==> src/rtl/z80_mmu_paged.sv <==
// Paged Z80 MMU: maps the top address bits through a bank register file and drives the ROM/RAM enables.
// It also provides per-page write protect, a key-sequence lock on the map and a saturating write-fault counter.
module z80_mmu_paged #(
    parameter int          PAGE_BITS = 3,
    parameter int          BANK_W    = 5,
    parameter int          ROM_BANKS = 1,
    parameter logic [7:0]  MAP_BASE  = 8'hD8,
    parameter logic [7:0]  CTRL_PORT = 8'hD1
) (
    input  logic                 clkout,
    input  logic                 reset,
    input  logic                 rd_n,
    input  logic                 wr_n,
    input  logic                 iorq_n,
    input  logic                 mreq_n,
    input  logic [7:0]           a_lo,
    input  logic [PAGE_BITS-1:0] a_hi,
    input  logic [7:0]           data_in,
    output logic [7:0]           data_out,
    output logic                 data_oe,
    output logic                 romen_n,
    output logic                 ramen_n,
    output logic [BANK_W-1:0]    bank_out,
    output logic                 locked,
    output logic                 wp_fault
);

    localparam int NPAGES = 1 << PAGE_BITS;
    localparam int EW     = BANK_W + 1;
    localparam logic [BANK_W:0] ROM_LIM = (BANK_W+1)'(ROM_BANKS);

    typedef enum logic [1:0] {
        ST_UNLOCKED,
        ST_LOCKED,
        ST_KEY1
    } lock_state_e;

    // Each entry is {wp, bank}.
    logic [EW-1:0]  entry_q [NPAGES];
    logic [EW-1:0]  entry_d [NPAGES];
    lock_state_e    state_q, state_d;
    logic [7:0]     fault_cnt_q, fault_cnt_d;
    logic           io_done_q, io_done_d;
    logic           mem_done_q, mem_done_d;
    logic           wp_fault_q, wp_fault_d;

    logic                 map_sel, ctrl_sel, map_rd, ctrl_rd;
    logic                 map_wr, ctrl_wr, mem_wr, fault, cnt_clear;
    logic [PAGE_BITS-1:0] sel_idx;
    logic [EW-1:0]        sel_entry;
    logic                 sel_wp, is_rom;
    logic [BANK_W-1:0]    sel_bank;

    always_comb begin
        map_sel   = ~iorq_n && (a_lo[7:PAGE_BITS] == MAP_BASE[7:PAGE_BITS]);
        ctrl_sel  = ~iorq_n && (a_lo == CTRL_PORT);
        map_rd    = map_sel & ~rd_n;
        ctrl_rd   = ctrl_sel & ~rd_n;
        sel_idx   = map_rd ? a_lo[PAGE_BITS-1:0] : a_hi;
        sel_entry = entry_q[sel_idx];
        sel_wp    = sel_entry[BANK_W];
        sel_bank  = sel_entry[BANK_W-1:0];
        is_rom    = {1'b0, sel_bank} < ROM_LIM;
    end

    assign bank_out = sel_bank;
    assign romen_n  = mreq_n | ~is_rom;
    assign ramen_n  = mreq_n | is_rom | (sel_wp & ~wr_n);
    assign locked   = (state_q != ST_UNLOCKED);
    assign wp_fault = wp_fault_q;

    always_comb begin
        data_out = '0;
        data_oe  = 1'b0;
        if (map_rd) begin
            data_oe              = 1'b1;
            data_out[7]          = sel_wp;
            data_out[BANK_W-1:0] = sel_bank;
        end else if (ctrl_rd) begin
            data_oe  = 1'b1;
            data_out = fault_cnt_q;
        end
    end

    // Done flags make each strobe act once, however many clkout edges it spans.
    always_comb begin
        map_wr     = ~iorq_n & ~wr_n & ~io_done_q & map_sel;
        ctrl_wr    = ~iorq_n & ~wr_n & ~io_done_q & ctrl_sel;
        io_done_d  = ~iorq_n & (io_done_q | map_wr | ctrl_wr);
        mem_wr     = ~mreq_n & ~wr_n & ~mem_done_q;
        mem_done_d = ~mreq_n & (mem_done_q | mem_wr);
        fault      = mem_wr & sel_wp & ~is_rom;
        wp_fault_d = fault;
    end

    always_comb begin
        // NOTE: combinational blocks use blocking '=' and assign every output a default first, so no latch is inferred.
        state_d   = state_q;
        cnt_clear = 1'b0;
        if (ctrl_wr) begin
            unique case (state_q)
                ST_UNLOCKED: begin
                    if (data_in == 8'h00)      state_d   = ST_LOCKED;
                    else if (data_in == 8'hC0) cnt_clear = 1'b1;
                end
                ST_LOCKED:   if (data_in == 8'hA5) state_d = ST_KEY1;
                ST_KEY1:     state_d = (data_in == 8'h5A) ? ST_UNLOCKED : ST_LOCKED;
                default:     state_d = ST_LOCKED;
            endcase
        end
    end

    always_comb begin
        fault_cnt_d = fault_cnt_q;
        if (cnt_clear)                        fault_cnt_d = 8'h00;
        else if (fault && fault_cnt_q != 8'hFF) fault_cnt_d = fault_cnt_q + 8'h01;
    end

    always_comb begin
        for (int p = 0; p < NPAGES; p++) entry_d[p] = entry_q[p];
        if (map_wr && state_q == ST_UNLOCKED)
            entry_d[a_lo[PAGE_BITS-1:0]] = {data_in[7], data_in[BANK_W-1:0]};
    end

    always_ff @(posedge clkout or negedge reset) begin
        if (!reset) begin
            // NOTE: the map is a small flop register file, not RAM, so every entry takes its identity value on reset.
            for (int p = 0; p < NPAGES; p++) entry_q[p] <= {1'b0, BANK_W'(p)};
            state_q     <= ST_UNLOCKED;
            fault_cnt_q <= 8'h00;
            io_done_q   <= 1'b0;
            mem_done_q  <= 1'b0;
            wp_fault_q  <= 1'b0;
        end else begin
            // NOTE: state registers use non-blocking '<=' so all flops update from the same pre-edge values.
            for (int p = 0; p < NPAGES; p++) entry_q[p] <= entry_d[p];
            state_q     <= state_d;
            fault_cnt_q <= fault_cnt_d;
            io_done_q   <= io_done_d;
            mem_done_q  <= mem_done_d;
            wp_fault_q  <= wp_fault_d;
        end
    end

endmodule

==> config.mk <==
export PLATFORM = sky130hd
export DESIGN_NAME = z80_mmu_paged
export DESIGN_NICKNAME = d
export VERILOG_FILES = /design/src/rtl/z80_mmu_paged.sv
export SDC_FILE = /design/constraint.sdc
export NUM_CORES = 1
export LEC_CHECK = 0
export ABC_AREA = 1
export CAP_MARGIN = 10
export CORE_UTILIZATION = 55
export CTS_BUF_LIST = sky130_fd_sc_hd__clkbuf_8
export DETAILED_ROUTE_END_ITERATION = 12
export PLACE_DENSITY = 0.79
export SYNTH_ARGS = -nofsm -noshare
export SYNTH_HDL_FRONTEND = slang
export SYNTH_SLANG_ARGS = --single-unit
==> constraint.sdc <==
create_clock -name clkout -period 3.13 [get_ports clkout]
set_input_delay 0.626 -clock clkout [delete_from_list [all_inputs] [get_ports clkout]]
set_output_delay 0.626 -clock clkout [all_outputs]
set_load 0.05 [all_outputs]
# Word-level counts from Yosys, hierarchy flattened
# Cells that the tools add are included.
classes:
  n_addsub: 1
  mul: 0
  n_div: 0
  n_lt_le_gt_ge: 4
  n_eq_ne: 10
  shift: 0
  n_mux: 23
  n_bitwise: 28
  reduce_logical: 10
op_table:
  columns: ["op", "count"]
  rows:
  - ["$bwmux W48", 1]
  - ["$eq A8 B8 Y1 const B", 3]
  - ["$mux W8", 3]
  - ["$bmux W6 S3", 1]
  - ["$demux W6 S3", 1]
  - ["$mux W6", 3]
  - ["$and A1 B1 Y1", 13]
  - ["$add A8 B1 Y8 const B", 1]
  - ["$eq A8 B7 Y1 const B", 1]
  - ["$ge A4 B4 Y1 const B", 2]
  - ["$logic_not A8 Y1", 1]
  - ["$mux W1", 8]
  - ["$ne A8 B8 Y1 const B", 1]
  - ["$not A3 Y4", 2]
  - ["$not A1 Y1", 7]
  - ["$mux W2", 3]
  - ["$or A1 B1 Y1", 6]
  - ["$pmux W2 S3", 1]
  - ["$eq A5 B5 Y1 const B", 1]
  - ["$logic_and A1 B1 Y1", 5]
  - ["$lt A5 B1 Y1 const B", 1]
  - ["$mux W5", 1]
  - ["$lt A4 B1 Y1 const B", 1]
  - ["$ne A2 B2 Y1 const B", 2]
  - ["other kinds (6)", 7]
word_totals:
  register_bits: 61
  latchBits: 0
  ram_bits: 0
  romBits: 0
  input_bits: 25
  out_inout_bits: 18
  mem_count: 0

# Depth between registers and ports, before layout
# Gate-level depths: netlist of run 1.
logic_depth:
  word_depth: 14
  mapped_depth: 18
  mapped_depth_nobuf: 17

# Worst setup path before layout of run 1
# No wires, ideal clock.
synth_path:
  kind: "input port to output port"
  from: "input a_lo[5]"
  to: "output romen_n"
  arrival_ns: 2.539
  t_required_ns: 2.504
  path_slack_ns: -0.035
  stages: 14
  cell_sequence: "inv_1 > nand2_2 > nor2_8 > nand3_4 > buf_6 > o21ai_4 > buf_6 > nand3_1 > nand3_1 > nand2_1 > inv_1 > nor2_2 > nand2_2 > or2_1"
synth_between:
  elab_chain_len: 11
synth_lines:
  columns: ["item", "line_no", "text"]
  rows:
  - ["start: declaration", "16", "input logic [7:0] a_lo,"]
  - ["$eq A5 B5 Y1", "55", "map_sel = ~iorq_n && (a_lo[7:PAGE_BITS] == MAP_BASE[7:PAGE_BITS]);"]
  - ["$logic_and A1 B1 Y1", "55", null]
  - ["$and A1 B1 Y1", "57", "map_rd = map_sel & ~rd_n;"]
  - ["$mux W3", "59", "sel_idx = map_rd ? a_lo[PAGE_BITS-1:0] : a_hi;"]
  - ["$not A3 Y4 (implied by the code)", "60", "sel_entry = entry_q[sel_idx];"]
  - ["$bmux W6 S3", "60", null]
  - ["$mux W6 (implied by the code) (2 in series)", "60", null]
  - ["named net bank_out[4]", "23", "output logic [BANK_W-1:0] bank_out,"]
  - ["$lt A5 B1 Y1", "63", "is_rom = {1'b0, sel_bank} < ROM_LIM;"]
  - ["$not A1 Y1", "67", "assign romen_n = mreq_n | ~is_rom;"]
  - ["$or A1 B1 Y1", "67", null]
  - ["end: declaration", "21", "output logic romen_n,"]
# The timed path passes the listed nets, and every way through them passes these cells. The select of a mux whose other input is x is not followed.

# Worst setup path in the final report of run 1
layout_path:
  from: "input a_lo[3]"
  to: "output romen_n"
layout_between:
  elab_chain_len: 11
layout_lines:
  columns: ["item", "line_no"]
  rows:
  - ["$eq A5 B5 Y1", "55"]
  - ["$logic_and A1 B1 Y1", "55"]
  - ["$and A1 B1 Y1", "57"]
  - ["$mux W3", "59"]
  - ["$not A3 Y4 (implied by the code)", "60"]
  - ["$bmux W6 S3", "60"]
  - ["$mux W6 (implied by the code) (2 in series)", "60"]
  - ["$lt A5 B1 Y1", "63"]
  - ["$not A1 Y1", "67"]
  - ["$or A1 B1 Y1", "67"]
# No other way between the ends. The select of a mux whose other input is x is not followed.

==> results.yml, run 1 <==
die:
  dieWidth_um: 82.35
  dieHeight_um: 82.35
  core-area_um2: 6061
  placementRows: 28
  die_area_um2: 6782
  io_pins: 43
  start_util_pct: 58.59
timing:
  tns_ns: -0.01256
  post-route-period-util_pct: 100.4
  max_freq_mhz: 318.2
  setup_ws_ns: -0.01256
  finalCriticalPeriod_ns: 3.143
  slew_headroom_pct: 47.99
  report.final.slew_viol_count: 0
  rsz0062_at_grt: "yes"
  finalSetupViolations: 1
  finalHoldViolCount: 0
  worst_pin_slew_ns: 0.7801
  skew_ns: 0.01049
clock_network:
  cts.sinks: 61
  root_buffer: "clkbuf_8"
  clkSlewWorstSetupHoldPaths_ns: 0.07
  cts_tree: "done"
  cts.htree.levels: 3
  ctsHoldBuffers: 0
  cts_buffers: 9
  max-clock-path-buffers: 2
  insertion_delay_ns: 0.35
run_status:
  failed_checks: "setup timing"
  outcome: "complete, but fails checks"
route:
  drtIter0Drc: 319
  first_pass_iters: 8
  via_per_inst: 5.840
  ant_nets: 0
  wl_met1_um: 4487
  dr_wl_met3_um: 1034
  drc: 0
  wl_met2_um: 5755
  vias: 3749
  drt_wl_total_um: 11700
  highest_layer: "met4"
  wl_per_cell_um: 18.22
final_layout:
  final_cells: 642
  fillers: 334
  diodes: 0
  nets: 588
  postLayoutCoreUtil_pct: 85.51
  area_delta_synth_final_pct: 45.95
  layout-drive-gt1-share_pct: 30.51
setup_path:
  crit_buf_inv: 6
  timing.critical_path.to_type: "primary output"
  startpoint_type: "input port"
  critical-path-top-delay-family: "simple AND/OR/NAND/NOR gates"
  path_class: "input port to primary output"
  cp_slowest_cell: "or2_4"
  path_cells: "clkbuf_2 -> inv_2 -> nor2_4 -> nand4_1 -> buf_6 -> nand2_8 -> buf_6 -> nand2_1 -> nand3_2 -> nand2_4 -> o21ai_4 -> nand2_2 -> inv_2 -> nand2_2 -> or2_4 -> buf_8"
  worst-path-max-fanout: 5
  arrival_ns: 2.52
  worstPathRequired_ns: 2.50
  cp_slowest_stage_delay_ns: 0.26
place:
  dp_cells: 608
  portBuffers: 42
  dpl_worst_slack_ns: -0.3312
  gp_congestion: 0.8646
  dp_hpwl_um: 6616
power_and_ir_drop:
  peakVddDrop_mv: 0.4188
  powerDensity_nw_per_um2: 405.3
  p_leak_nw: 2.425
  fin_total_pwr_mw: 2.100
logic_synthesis:
  synth_warnings: 0
  synth-seq-cells: 61
  synth.distinct_cells: 33
  synth_area_per_cell_um2: 7.429
  synth.net_count: 504
  async_flop_share_pct: 100.0
  synth_cells: 478
  syn_area_um2: 3551
  ys_seq_area_share_pct: 43.41
  ys.flop_type: "dfrtp_1"
  synth_edf_count: 0
grt:
  grt_max_degree: 62
  grt_antenna_before_repair: 0
  grt_overflow: 0
  grtUsageTotal_pct: 33.24
  grt_pass1_vias: 3353
  grt_pass1_wl_um: 16220
hold_path:
  min_path_type: "input port to asynchronous set/reset pin"
job:
  drv_cap: 0
power by group:
group	internal, mW	switching [mW]	leakage, nW
logic	0.186	0.260	1.51
registers	0.810	0.0310	0.797
clock network	0.470	0.344	0.114
total	1.47	0.635	2.43
layout by cell type, fill, tap and decap left out, types with 10 or more instances in the layout:
| cell | n |
|---|---|
| nor2_1 | 17 |
| nand2_1 | 121 |
| nand2_2 | 13 |
| inv_1 | 74 |
| nand3_1 | 28 |
| buf_12 | 20 |
| clkdlybuf4s50_1 | 14 |
| dfstp_2 | 12 |
| nand3_2 | 18 |
| clkbuf_8 | 10 |
| o21ai_0 | 48 |
| dfrtp_1 | 49 |
| buf_4 | 33 |
| nand4_1 | 13 |
per-stage QoR:
| stage | instance area (um2) | hold slack (ns) |
|---|---|---|
| 6_report | 5182 | 0.4272 |
| 5_1_grt | 5182 | 0.4951 |
| 4_1_cts | 4900 | 0.4641 |
| 3_5_place_dp | 4394 | 0.4729 |
| 3_3_place_gp | 4394 | 0.4662 |
| 2_1_floorplan | 3553 | 0.3304 |
Yosys cell counts, drive strengths merged (2+ instances only):
cell / instances / area [um2]
o22ai: 6 / 37.54
dfstp: 12 / 315.3
a31oi: 2 / 12.51
nor2: 22 / 132.6
nand3b: 2 / 15.01
buf: 7 / 53.80
nand3: 53 / 300.3
a21oi: 2 / 10.01
nand4: 14 / 93.84
inv: 81 / 304.0
clkbuf: 10 / 37.54
nor3: 8 / 40.04
nor4: 3 / 18.77
xor2: 6 / 52.55
nand2: 143 / 564.3
dfrtp: 49 / 1226
o21ai: 53 / 295.3
final timing paths:
check / endpoint / cells past startpoint / from / slack, ns
min reg2reg: entry_q[6] / 2 / entry_q[6] / 0.49
max in group asynchronous: entry_q[9] / 2 / reset / 2.18
max: romen_n / 16 / a_lo[3] / -0.01
min: entry_q[44] / 2 / reset / 0.43
max reg2reg: entry_q[29] / 8 / io_done_q / 1.18
min in group clkout: entry_q[6] / 2 / entry_q[6] / 0.49
kinds of logic (layout without fill, tap and decap cells):
group           count (synthesis)  in the layout  synth area share [%]
simple gates                  247            247                 33.23
xor+xnor                        6              6                 1.480
fa+ha+maj                       1              1                0.3523
compound gates                 64             64                 10.25
flops                          61             61                 43.41
buf+inv                        99            188                 11.28
state kept, by name (all words and copies together) (netlist names):
register	cells
io_done_q	1
fault_cnt_q	8
state_q	2
mem_done_q	1
wp_fault	1
entry_q	48
metal layers:
| metal | GRT usage, % | up-vias |
|---|---|---|
| met5 | 0 | - |
| met3 | 7.253 | 51 |
| met2 | 54.30 | 236 |
| met1 | 41.53 | 1769 |
| met4 | 16.14 | 0 |
| li1 | - | 1693 |
layout make-up:
class	instances	area, um2	share of cell area, %
Clock buffer	10	137.6	2.656
Clock inverter	6	88.84	1.714
Inverter	82	320.3	6.181
Multi-Input combinational cell	318	1929	37.23
Sequential cell	61	1541	29.74
Tap cell	75	93.84	1.811
Timing Repair Buffer	90	1071	20.67
repair_timing:
action	in CTS	in global routing
setup endpoints to repair	13	10
buffers inserted	7	6
pin swaps	26	28
gates resized for setup	52	59
cloned	1	4
(Power assumes the default switching activity.)
==> run 2: changes to the inputs <==
Settings changed: PLACE_DENSITY 0.79 to not set, PLACE_DENSITY_LB_ADDON set to 0.08.
==> results.yml, run 2 (same netlist as run 1, synthesis figures left out) <==
timing:
  report.final.slew_viol_count: 0
  max_freq_mhz: 320.9
  timing.hold.ws_ns: 0.4248
  skew_ns: 0.009856
  tns_ns: 0
  finalSetupViolations: 0
  setup_ws_ns: 0.01416
  slew_headroom_pct: 49.36
  worst_pin_slew_ns: 0.7596
  rsz0062_at_grt: "yes"
  post-route-period-util_pct: 99.55
  finalCriticalPeriod_ns: 3.116
  finalHoldViolCount: 0
grt:
  grt_pass1_vias: 3301
  grt_pass1_wl_um: 15900
  grt_antenna_before_repair: 0
  grt_max_degree: 62
  grt_overflow: 0
  grtUsageTotal_pct: 32.29
final_layout:
  final_cells: 638
  fillers: 407
  layout-drive-gt1-share_pct: 28.60
  final_common_cell: "nand2_1"
  multi_input_area_um2: 1807
  reg.largest.list: "entry_q (48), fault_cnt_q (8), state_q (2)"
  largest_reg_flops: 48
  seq_area_um2: 1541
  nets: 584
  layout_common_cells: "nand2_1 (125), inv_1 (72), dfrtp_1 (49)"
  area_delta_synth_final_pct: 38.23
  regMostFlops: "entry_q"
  diodes: 0
place:
  dp_cells: 612
  dp_hpwl_um: 7040
  dpl_worst_slack_ns: -0.3934
  portBuffers: 42
  gp_congestion: 0.8716
die:
  die_area_um2: 6782
  start_util_pct: 58.59
  io_pins: 43
  placementRows: 28
  core-area_um2: 6061
  dieHeight_um: 82.35
  dieWidth_um: 82.35
setup_path:
  path_class: "input port to primary output"
  arrival_ns: 2.49
  reg2reg_depth: 7
  timing.critical_path.to_type: "primary output"
  crit_start: "a_lo[5]"
  startpoint_type: "input port"
  worstPathRequired_ns: 2.50
  worst-path-max-fanout: 7
  r2r_start: "io_done_q"
power_and_ir_drop:
  p_leak_nw: 2.319
  peakVddDrop_mv: 0.3071
  powerDensity_nw_per_um2: 384.9
hold_path:
  min_path_type: "input port to asynchronous set/reset pin"
run_status:
  outcome: "finished, final reports clean"
route:
  ant_nets: 0
  via_per_inst: 5.553
  wl_per_cell_um: 16.03
  drt_wl_total_um: 10230
  first_pass_iters: 7
  drc: 0
  vias: 3543
  drtIter0Drc: 269
clock_network:
  cts.sinks: 61
  clkSlewWorstSetupHoldPaths_ns: 0.07
  root_buffer: "clkbuf_8"
  max-clock-path-buffers: 2
  insertion_delay_ns: 0.35
  cts_tree: "done"
  cts_buffers: 9
  cts.htree.levels: 3
job:
  drv_cap: 0
run 2: final cells by class:
type	instances	area share [%]
timing repair buffer	86	19.70
clock inverter	5	0.7137
sequential	61	31.40
clock buffer	11	3.084
tap	75	1.912
inverter	82	6.373
multi-input combinational	318	36.81
run 2: timing repair:
item | in CTS | in global routing
buffers inserted | 6 | 2
gates cloned | 1 | 1
resized for setup | 43 | 33
pin swaps | 20 | 19
hold endpoints to repair | 0 | 0
hold buffers | 0 | 0
endpoints found under the setup margin | 13 | 13
run 2: final timing paths:
check | endpoint | slack, ns
max | romen_n | 0.01
max in group asynchronous | mem_done_q | 2.19
min in group clkout | entry_q[43] | 0.49
min | entry_q[10] | 0.42
min reg2reg | entry_q[43] | 0.49
max reg2reg | entry_q[13] | 1.21
run 2: metal layers:
| metal | vias to the layer above | share of wire [%] | global-route usage [%] |
|---|---|---|---|
| met5 | - | 0 | 0 |
| met4 | 0 | 2.4 | 11.23 |
| met2 | 122 | 49 | 55.12 |
| met3 | 28 | 5.6 | 6.264 |
| li1 | 1684 | - | - |
| met1 | 1709 | 43 | 40.60 |
run 2: critical path: stages:
cell and delay (ns):
buf_2 0.10, inv_2 0.04, nand2_2 0.07, nor2_8 0.13, nand3_4 0.13, buf_12 0.17
nand2_4 0.06, o21ai_4 0.07, clkbuf_16 0.17, nand3_4 0.09, nand2_2 0.06, o21ai_2 0.15
nand2_2 0.08, inv_2 0.07, nand2_4 0.06, or2_4 0.25, buf_8 0.15
run 2: power breakdown:
group,switching [mW],internal [mW]
sequential,0.0278,0.810
combinational,0.227,0.167
clock,0.327,0.330
total,0.582,1.31
run 2: per-stage QoR:
stage                     area [um2]  total power, mW  util [%]
after global routing            4908            1.952     80.99
after CTS                       4806            1.870     79.29
after detailed placement        4424            1.198     73.00
final                           4908            1.889     80.99
after global placement          4424            1.188     73.00
after floorplan                 3553            1.024         -
==> run 3: changes to the inputs <==
Settings changed: PLACE_DENSITY set to 0.79, PLACE_DENSITY_LB_ADDON 0.08 to not set.
==> results of run 3 <==
No change in the layout: final DEF, timing and power equal those of run 1.
